### src/rtl/ultrasonic_ranger_ctrl_if.sv
// User-side bundle of the ultrasonic ranger: measurement request/mode
// inputs and the status/result outputs.
interface ultrasonic_ranger_ctrl_if;
  logic        start;
  logic        cont;
  logic        busy;
  logic        done;
  logic        timeout;
  logic [15:0] echo_us;
  logic [15:0] dist_cm;

  modport master (
    output start, cont,
    input  busy, done, timeout, echo_us, dist_cm
  );

  modport slave (
    input  start, cont,
    output busy, done, timeout, echo_us, dist_cm
  );
endinterface

### src/rtl/ultrasonic_ranger_ctrl.sv
// Ultrasonic ranging sequencer: derives a 1 us tick enable from clk, fires
// the sensor trigger, times the echo pulse and converts its width to
// centimetres with a running sub-counter instead of a divider.
//
// state     | meaning
// ----------+-----------------------------------------------------------
// IDLE      | waiting for start or continuous mode
// TRIG      | driving trig high for TRIG_US ticks
// WAIT_RISE | waiting for a fresh echo rising edge, bounded by TIMEOUT_US
// MEASURE   | counting echo width in us and cm until the falling edge
// TIMEOUT   | one cycle: publish all-ones results with timeout set
// HOLDOFF   | quiet time of HOLDOFF_US ticks before the next trigger
module ultrasonic_ranger_ctrl #(
  parameter int unsigned TICK_DIV   = 50,
  parameter int unsigned TRIG_US    = 10,
  parameter int unsigned TIMEOUT_US = 30000,
  parameter int unsigned HOLDOFF_US = 30000,
  parameter int unsigned US_PER_CM  = 58
) (
  input  logic                          clk,
  input  logic                          rst_n,
  input  logic                          echo,
  output logic                          trig,
  ultrasonic_ranger_ctrl_if.slave       bus
);

  localparam int DIV_W = (TICK_DIV > 1) ? $clog2(TICK_DIV) : 1;
  localparam logic [DIV_W-1:0] DIV_LAST  = DIV_W'(TICK_DIV - 1);
  localparam logic [15:0]      TRIG_LAST = 16'(TRIG_US - 1);
  localparam logic [15:0]      TO_LAST   = 16'(TIMEOUT_US - 1);
  localparam logic [15:0]      HOLD_LAST = 16'(HOLDOFF_US - 1);
  localparam logic [5:0]       SUB_LAST  = 6'(US_PER_CM - 1);

  typedef enum logic [2:0] {
    S_IDLE,
    S_TRIG,
    S_WAIT_RISE,
    S_MEASURE,
    S_TIMEOUT,
    S_HOLDOFF
  } state_t;

  state_t           state;
  state_t           state_nxt;

  logic             echo_m;
  logic             echo_s;
  logic             echo_d;
  logic             rise;
  logic             fall;

  logic [DIV_W-1:0] div_cnt;
  logic             tick;
  logic [15:0]      us_cnt;

  logic [15:0]      echo_cnt;
  logic [15:0]      cm_cnt;
  logic [5:0]       sub_cnt;

  logic             meas_clr;
  logic             load_ok;
  logic             load_to;

  logic             trig_q;
  logic             done_q;
  logic             timeout_q;
  logic [15:0]      echo_us_q;
  logic [15:0]      dist_cm_q;

  assign rise = echo_s & ~echo_d;
  assign fall = ~echo_s & echo_d;
  assign tick = (div_cnt == DIV_LAST);

  // Two-flop synchroniser on echo plus one delay stage for edge detection.
  always_ff @(posedge clk or negedge rst_n) begin
    if (!rst_n) begin
      echo_m <= 1'b0;
      echo_s <= 1'b0;
      echo_d <= 1'b0;
    end else begin
      echo_m <= echo;
      echo_s <= echo_m;
      echo_d <= echo_s;
    end
  end

  // State register.
  always_ff @(posedge clk or negedge rst_n) begin
    if (!rst_n) state <= S_IDLE;
    else        state <= state_nxt;
  end

  // Next-state decode and the one-cycle result-load strobes.
  always_comb begin
    state_nxt = state;
    meas_clr  = 1'b0;
    load_ok   = 1'b0;
    load_to   = 1'b0;
    case (state)
      S_IDLE: begin
        if (bus.start || bus.cont) state_nxt = S_TRIG;
      end
      S_TRIG: begin
        if (tick && (us_cnt == TRIG_LAST)) state_nxt = S_WAIT_RISE;
      end
      S_WAIT_RISE: begin
        // Only an edge counts, so an echo already high on entry is ignored.
        if (rise) begin
          state_nxt = S_MEASURE;
          meas_clr  = 1'b1;
        end else if (tick && (us_cnt == TO_LAST)) begin
          state_nxt = S_TIMEOUT;
        end
      end
      S_MEASURE: begin
        if (fall) begin
          state_nxt = S_HOLDOFF;
          load_ok   = 1'b1;
        end else if (tick && (echo_cnt == TO_LAST)) begin
          state_nxt = S_TIMEOUT;
        end
      end
      S_TIMEOUT: begin
        state_nxt = S_HOLDOFF;
        load_to   = 1'b1;
      end
      S_HOLDOFF: begin
        if (tick && (us_cnt == HOLD_LAST)) state_nxt = S_IDLE;
      end
      default: state_nxt = S_IDLE;
    endcase
  end

  // Tick prescaler and phase us counter, restarted on every state change so
  // each phase begins on a tick boundary.
  always_ff @(posedge clk or negedge rst_n) begin
    if (!rst_n) begin
      div_cnt <= '0;
      us_cnt  <= '0;
    end else if (state_nxt != state) begin
      div_cnt <= '0;
      us_cnt  <= '0;
    end else if (tick) begin
      div_cnt <= '0;
      us_cnt  <= us_cnt + 16'd1;
    end else begin
      div_cnt <= div_cnt + DIV_W'(1);
    end
  end

  // Echo width in us and cm; the sub-counter wraps every US_PER_CM ticks so
  // cm_cnt always equals floor(echo_cnt / US_PER_CM).
  always_ff @(posedge clk or negedge rst_n) begin
    if (!rst_n) begin
      echo_cnt <= '0;
      cm_cnt   <= '0;
      sub_cnt  <= '0;
    end else if (meas_clr) begin
      echo_cnt <= '0;
      cm_cnt   <= '0;
      sub_cnt  <= '0;
    end else if ((state == S_MEASURE) && tick) begin
      echo_cnt <= echo_cnt + 16'd1;
      if (sub_cnt == SUB_LAST) begin
        sub_cnt <= '0;
        cm_cnt  <= cm_cnt + 16'd1;
      end else begin
        sub_cnt <= sub_cnt + 6'd1;
      end
    end
  end

  // Registered outputs: trigger, done strobe and held results.
  always_ff @(posedge clk or negedge rst_n) begin
    if (!rst_n) begin
      trig_q    <= 1'b0;
      done_q    <= 1'b0;
      timeout_q <= 1'b0;
      echo_us_q <= '0;
      dist_cm_q <= '0;
    end else begin
      trig_q <= (state_nxt == S_TRIG);
      done_q <= load_ok | load_to;
      if (load_ok) begin
        echo_us_q <= echo_cnt;
        dist_cm_q <= cm_cnt;
        timeout_q <= 1'b0;
      end else if (load_to) begin
        echo_us_q <= 16'hFFFF;
        dist_cm_q <= 16'hFFFF;
        timeout_q <= 1'b1;
      end
    end
  end

  assign trig        = trig_q;
  assign bus.busy    = (state != S_IDLE);
  assign bus.done    = done_q;
  assign bus.timeout = timeout_q;
  assign bus.echo_us = echo_us_q;
  assign bus.dist_cm = dist_cm_q;

endmodule

### src/flat_wrapper.sv
// flat-port wrapper written by rule: the top's interface ports become plain ports
module ultrasonic_ranger_ctrl_flat 
#(
  parameter int unsigned TICK_DIV   = 50,
  parameter int unsigned TRIG_US    = 10,
  parameter int unsigned TIMEOUT_US = 30000,
  parameter int unsigned HOLDOFF_US = 30000,
  parameter int unsigned US_PER_CM  = 58
)
  (clk, rst_n, echo, trig, bus_start, bus_cont, bus_busy, bus_done, bus_timeout, bus_echo_us, bus_dist_cm);
  ultrasonic_ranger_ctrl_if bus_i ();
  input  logic clk;
  input  logic rst_n;
  input  logic echo;
  output logic trig;
  input wire logic [$bits(bus_i.start)-1:0] bus_start;
  input wire logic [$bits(bus_i.cont)-1:0] bus_cont;
  output wire logic [$bits(bus_i.busy)-1:0] bus_busy;
  output wire logic [$bits(bus_i.done)-1:0] bus_done;
  output wire logic [$bits(bus_i.timeout)-1:0] bus_timeout;
  output wire logic [$bits(bus_i.echo_us)-1:0] bus_echo_us;
  output wire logic [$bits(bus_i.dist_cm)-1:0] bus_dist_cm;
  assign bus_i.start = bus_start;
  assign bus_i.cont = bus_cont;
  assign bus_busy = bus_i.busy;
  assign bus_done = bus_i.done;
  assign bus_timeout = bus_i.timeout;
  assign bus_echo_us = bus_i.echo_us;
  assign bus_dist_cm = bus_i.dist_cm;
  ultrasonic_ranger_ctrl #(.TICK_DIV(TICK_DIV), .TRIG_US(TRIG_US), .TIMEOUT_US(TIMEOUT_US), .HOLDOFF_US(HOLDOFF_US), .US_PER_CM(US_PER_CM)) u_core (.clk(clk), .rst_n(rst_n), .echo(echo), .trig(trig), .bus(bus_i));
endmodule
### config.mk
export PLATFORM = sky130hd
export DESIGN_NAME = ultrasonic_ranger_ctrl_flat
export DESIGN_NICKNAME = d
export VERILOG_FILES = /design/src/rtl/ultrasonic_ranger_ctrl_if.sv /design/src/rtl/ultrasonic_ranger_ctrl.sv /design/src/flat_wrapper.sv
export SDC_FILE = /design/constraint.sdc
export NUM_CORES = 1
export LEC_CHECK = 0
export ABC_AREA = 0
export BUFFER_PORTS_ARGS = -buffer_cell sky130_fd_sc_hd__buf_4
export CAP_MARGIN = 20
export CORE_MARGIN = 2
export CORE_UTILIZATION = 47
export CTS_CLUSTER_DIAMETER = 100
export DETAILED_ROUTE_END_ITERATION = 10
export PLACE_DENSITY = 0.71
export SETUP_SLACK_MARGIN = 0.02
export SKIP_LAST_GASP = 1
export SYNTH_ARGS = -nofsm -noshare
export SYNTH_HDL_FRONTEND = slang
export SYNTH_SLANG_ARGS = --single-unit
### constraint.sdc
create_clock -name clk -period 2.6 [get_ports clk]
set_clock_uncertainty 0.1 [all_clocks]
set_input_delay 0.39 -clock clk [delete_from_list [all_inputs] [get_ports clk]]
set_output_delay 0.39 -clock clk [all_outputs]
set_load 0.1 [all_outputs]
* Word-level counts from Yosys, hierarchy flattened
Index checks and enable logic that the tools add are counted.
** Word-level totals
- Bits in registers :: 101
- Output and inout port bits :: 36
- Word-level logic and storage cells :: 78
** Operators by class
- Eq/ne operators :: 12
- Mux-type cells :: 30
- Add/subtract/negate cells :: 5
- Bitwise gates (word level) :: 5
- Reductions and logical operators :: 12
** Operator list (number)
- $mux W16 :: 10
- $add A16 B1 Y16 const B :: 3
- $eq A16 B15 Y1 const B :: 2
- $mux W6 :: 5
- $mux W3 :: 7
- $pmux W3 S6 :: 1
- $eq A16 B4 Y1 const B :: 1
- $add A6 B1 Y6 const B :: 2
- $eq A6 B6 Y1 const B :: 2
- $reduce_bool A2 Y1 :: 4
- $mux W1 :: 7
- $eq A3 B1 Y1 const B :: 2
- $eq A3 B2 Y1 const B :: 2
- $eq A3 B3 Y1 const B :: 2
- $logic_and A1 B1 Y1 :: 4
- $logic_not A3 Y1 :: 1
- $ne A3 B3 Y1 :: 1
- $reduce_bool A3 Y1 :: 1
- $and A1 B1 Y1 :: 2
- $not A1 Y1 :: 2
- $reduce_and A2 Y1 :: 1
- $logic_or A1 B1 Y1 :: 1
- $or A1 B1 Y1 :: 1

* Logic depth before layout (Yosys ltp)
- Word-level depth :: 7
- Depth in mapped cells :: 9
- Gate-level depth less buffers :: 8

* Worst setup path before layout
Ideal clock, no wire load.
- Path kind :: reg-to-reg
- Start :: register u_core.us_cnt[1]
- End :: register u_core.div_cnt[2]
- Setup slack :: 316 ps
- Required time :: 2363 ps
- Buffers on the path :: 1
- Cell stages (with the launch flop) :: 10
- Library setup time :: 137 ps
- Arrival :: 2047 ps
- Cells stage by stage :: dfrtp_1 > inv_1 > ha_1 > or4b_2 > nor3_1 > nand4_1 > nor4_1 > or3_4 > buf_4 > nor3_1
** On the way
- Longest elaborated chain between the ends :: 7
- Elaborated cells on any way between the ends :: 11
** Ends and longest elaborated chain
- start, declared :: RTL line ultrasonic_ranger_ctrl.sv:54 : logic [15:0] us_cnt;
- start signal, assigned :: RTL line ultrasonic_ranger_ctrl.sv:145 : us_cnt <= us_cnt + 16'd1;
- $eq A16 B15 Y1 :: RTL line ultrasonic_ranger_ctrl.sv:111, ultrasonic_ranger_ctrl.sv:128
- $logic_and A1 B1 Y1 :: RTL line ultrasonic_ranger_ctrl.sv:111, ultrasonic_ranger_ctrl.sv:128
- $mux W3 :: RTL line ultrasonic_ranger_ctrl.sv:111 : end else if (tick && (us_cnt == TO_LAST)) begin
- $mux W3 :: RTL line ultrasonic_ranger_ctrl.sv:108 : if (rise) begin
- $pmux W3 S6 (*) :: RTL line ultrasonic_ranger_ctrl.sv:99 : case (state)
- $ne A3 B3 Y1 (*) :: RTL line ultrasonic_ranger_ctrl.sv:140 : end else if (state_nxt != state) begin
- $mux W6 (*) :: RTL line ultrasonic_ranger_ctrl.sv:140
- end signal, assigned :: RTL line ultrasonic_ranger_ctrl.sv:147 : div_cnt <= div_cnt + DIV_W'(1);
- end, declared :: RTL line ultrasonic_ranger_ctrl.sv:52 : logic [DIV_W-1:0] div_cnt;
Mark *: on every way between the ends. The rest lies on a longest branch, timed or not.
A chain may end at the register's enable or synchronous reset.

* Worst setup path after layout
- Start :: register u_core.echo_cnt[6]
- End :: register u_core.us_cnt[2]
** On the way
- Longest elaborated chain between the ends :: 7
- Elaborated cells on any way between the ends :: 8
** Ends and longest elaborated chain
- start, declared :: RTL line ultrasonic_ranger_ctrl.sv:56 : logic [15:0] echo_cnt;
- start signal, assigned :: RTL line ultrasonic_ranger_ctrl.sv:163 : echo_cnt <= echo_cnt + 16'd1;
- $eq A16 B15 Y1 (*) :: RTL line ultrasonic_ranger_ctrl.sv:119 : end else if (tick && (echo_cnt == TO_LAST)) begin
- $logic_and A1 B1 Y1 (*) :: RTL line ultrasonic_ranger_ctrl.sv:119
- $mux W3 (*) :: RTL line ultrasonic_ranger_ctrl.sv:119
- $mux W3 (*) :: RTL line ultrasonic_ranger_ctrl.sv:116 : if (fall) begin
- $pmux W3 S6 (*) :: RTL line ultrasonic_ranger_ctrl.sv:99
- $ne A3 B3 Y1 (*) :: RTL line ultrasonic_ranger_ctrl.sv:140
- $mux W16 or $reduce_bool A2 Y1 (tied branches)
Marks and branches as above.

==> results.md <==
- Worst slack after detailed placement: 0.135 ns
- Final cycle utilization of the critical path: 0.947
- Root buf cell: clkbuf_8
- Number of buffers inserted by post-CTS setup repair: 0
- Worst Max-Slew Pin Slew: between 0.5 and 0.6 ns
- Detailed Routing Iterations Pass 1: 4
- Portion of total power attributed to combinational logic: 0.018
- Number of antenna violations at the first check in global routing: 0
- IR drop worst, VDD: between 0.3 and 0.4 mV
- Leading cell type in the layout, fill and taps excluded: dfrtp_1
- Final critical-path setup slack: ~0.14 ns
- Placed standard-cell area: 5300 sq um
- Max capacitance violation total: 0
- Core Footprint: 9860 sq um
- Netlist area before placement: roughly 4800 sq um
- Total track usage: 0.202
- Rel. slew slack: 0.628
- Most instantiated flip-flop cell in the synthesis netlist: dfrtp_1
- Overflow left after global routing: 0
- Yosys warning count: 0
- Hold violation count in the final report: 0
- Clock H-tree levels: 3
- Maximum number of pins on one net before global-route repair: 57
- Setup slack on the worst flop-to-flop path: about 0.14 ns
- Vert. Die Dim: 105 um
- Cell chain of the critical path: or4_1 -> or3_1 -> o31ai_1 -> o311a_1 -> or3_4 -> nor2_1
- Worst hold path type: input pin to flop
- Critical-path maximum fanout: 11
- Power share of the sequential group: 0.609
- Achievable clock frequency: 406 MHz
- Share of synthesized flip-flops with an asynchronous set or reset: 1.00
- IO Pins: 41
- PD cells: ~470 nW/um^2
- Main area contributors after synthesis: dfrtp_1, nand2_1, o21ai_0
- Post-route total power: around 2.6 mW
- Number of global-route vias before repair: about 3.7k
- Fin crit period: 2.46 ns
- Switching share of power: 0.236
- Layout cells sized above 1: 0.143
- Clock tree from TritonCTS: done
- Buffering stage count on the worst path with inverters included: 0
- Register area share after synthesis: 0.524
- Skew-Pair Late Insertion Delay: about 0.37 ns
- Number of input and output port buffers inserted: 40
- Average cell area after synthesis: 9.34 sq um
- Cells after synthesis: between 500 and 600
- Launch point of the worst hold path: echo
- Worst reg2reg endpoint: u_core.us_cnt[2]
- Synth unique cells: 47
- Kind of end point of the critical path: flop
- Internal power component: between 1.5 and 2 mW
- WP data arrival: about 2.6 ns
- Clock input transition at the sequential cells of the worst setup and hold paths: approximately 0.10 ns
- Worst hold endpoint: u_core.echo_m
- CP Data Required Time: roughly 2.8 ns
- Post-Route WL: 10800 um
- Final total negative setup slack: 0 ns
- Delay-heaviest family, CP: simple AND/OR/NAND/NOR gates
- Final core utilization: 0.562
- Layout Area Growth over Synthesis: 14.9%
- Post-Syn Nets: 529
- Post-synth EDFFs: 0
- Status: finished, final reports clean
- Nature of the critical path startpoint: flop
- WL per Instance: around 16 um
- GP Congestion: slightly below 0.9
- Worst reg-to-reg path cell count: 6
- Core Rows: 36
- Clock buffers created by TritonCTS: 9
- Clk sink count: 101
- Vias per cell: 5.58
- Total via count in the routed design: ~4k
- Area leader, netlist: dfrtp_1
- Area enclosed by the die boundary: roughly 11000 sq um
- Largest stage delay, worst path: 0.57 ns
- Detailed-route DRC error count: 0
- Wire length of the first global-routing pass: 18200 um
- Total net switching power: between 0.6 and 0.7 mW
- Pins over their slew limit: 0
- Final HPWL DP: between 7000 and 8000 um
- Clock power frac: 0.373
- Critical path class: flop to flop
- X dimension of the die: 105 um
- Antenna diode count: 0
- Nets: ~570
- Effective utilization at floorplan: 0.489
- Area share of the largest cell type after synthesis: 0.524
- Area of all placed cells without fillers: roughly 5500 sq um
- DRT iter0 DRCs: roughly 260
- Origin of the critical flop-to-flop path: u_core.echo_cnt[6]
- Leakage power figure: 2.54 nW
- Crit path depth: 6
- Number of antenna-violating nets in the routed design: 0
- Number of synthesized register bits: 101
- Unrepaired setup endpoints after global routing: no
- Cell with the biggest individual delay on the critical path: or4_1
- Clk buf depth: 2
- Finish-stage setup viols: 0
- Worst hold path depth: 1
- Highest-count cells in the layout ignoring fill and taps: dfrtp_1, nand2_1, nor2_1
## cells by family (layout without fill, tap and decap cells)
group | count (synthesis) | in the layout | share of synthesized area
xor gates and xnor gates | 41 | 41 | 0.0745
and+or+nand+nor | 254 | 256 | 0.254
buffers and inverters | 32 | 80 | 0.0283
AOI/OAI and AO/OA | 80 | 80 | 0.0978
DFF | 101 | 101 | 0.524
adders and majority gates | 8 | 8 | 0.0208
## through the flow
step / instances / hold WS (ns)
final: 699 / 0.0297
after global routing: 699 / 0.000742
after CTS: 697 / 0.0138
after detailed placement: 680 / 0.248
after global placement: 680 / 0.237
after floorplan: 516 / -0.00559
## worst max path at each step
| stage | from | end | slack [ns] |
|---|---|---|---|
| 3_5_place_dp | u_core.us_cnt[1] | u_core.div_cnt[5] | 0.13 |
| 3_3_place_gp | u_core.us_cnt[1] | u_core.us_cnt[1] | 0.20 |
| 4_1_cts | u_core.us_cnt[1] | u_core.div_cnt[2] | 0.11 |
| 5_1_grt | u_core.echo_cnt[0] | u_core.div_cnt[5] | 0.02 |
| 2_1_floorplan | u_core.us_cnt[1] | u_core.div_cnt[2] | 0.32 |
| 6_report | u_core.echo_cnt[6] | u_core.us_cnt[2] | 0.14 |
## cell usage after synthesis, types with 3 or more instances
master	count
or4_1	6
ha_1	8
inv_1	11
nand4_1	18
o21ai_0	46
nor2_1	55
xnor2_1	16
a21oi_1	11
xor2_1	25
clkbuf_1	15
nand2_1	96
o211ai_1	3
nor3_1	15
a21o_1	4
or3_1	6
dfrtp_1	101
nor4_1	6
and3_1	7
o31ai_1	5
nand3_1	23
and2_1	5
nor2b_1	4
## state kept, by name (all words and copies together), names as in the netlist, 3 cells and up
register,cells
u_core.state,3
u_core.echo_cnt,16
u_core.bus.dist_cm,16
u_core.bus.echo_us,16
u_core.sub_cnt,6
u_core.div_cnt,6
u_core.cm_cnt,16
u_core.us_cnt,16
## power by group through the flow
stage          Clock (mW)  Combinational [mW]  Sequential [mW]
2_1_floorplan           0             0.00450             1.60
3_3_place_gp            0              0.0472             1.60
3_5_place_dp            0              0.0485             1.60
4_1_cts             0.990              0.0496             1.57
5_1_grt              1.07              0.0551             1.57
6_report            0.963              0.0466             1.57
## worst register-to-register path: stages, from the launching register on
cell and delay, ns:
dfrtp_1 0.43, or4_1 0.57, or3_1 0.44, o31ai_1 0.26, o311a_1 0.25, or3_4 0.23
nor2_1 0.07
## cell type report
| class | instances | area, sq um |
|---|---|---|
| Clock buffer | 10 | 138 |
| Clock inverter | 6 | 53.8 |
| Fill cell | 886 | 4320 |
| Inverter | 11 | 41.3 |
| Multi-Input combinational cell | 385 | 2200 |
| Sequential cell | 101 | 2530 |
| Tap cell | 133 | 166 |
| Timing Repair Buffer | 53 | 413 |
## timing repair
item                                   CTS  global route
hold buffers                             1             0
setup endpoints to repair                0            22
endpoints found under the hold margin   29             0
gates resized for setup                  0             5
## routing by layer
layer	track usage	share of wire	vias up
met5	0	0	-
met3	0.0470	0.047	14
met4	0.0514	0.014	0
li1	-	-	1875
met2	0.323	0.48	108
met1	0.279	0.46	1902
Note: power is estimated with default switching activity, not from simulation.
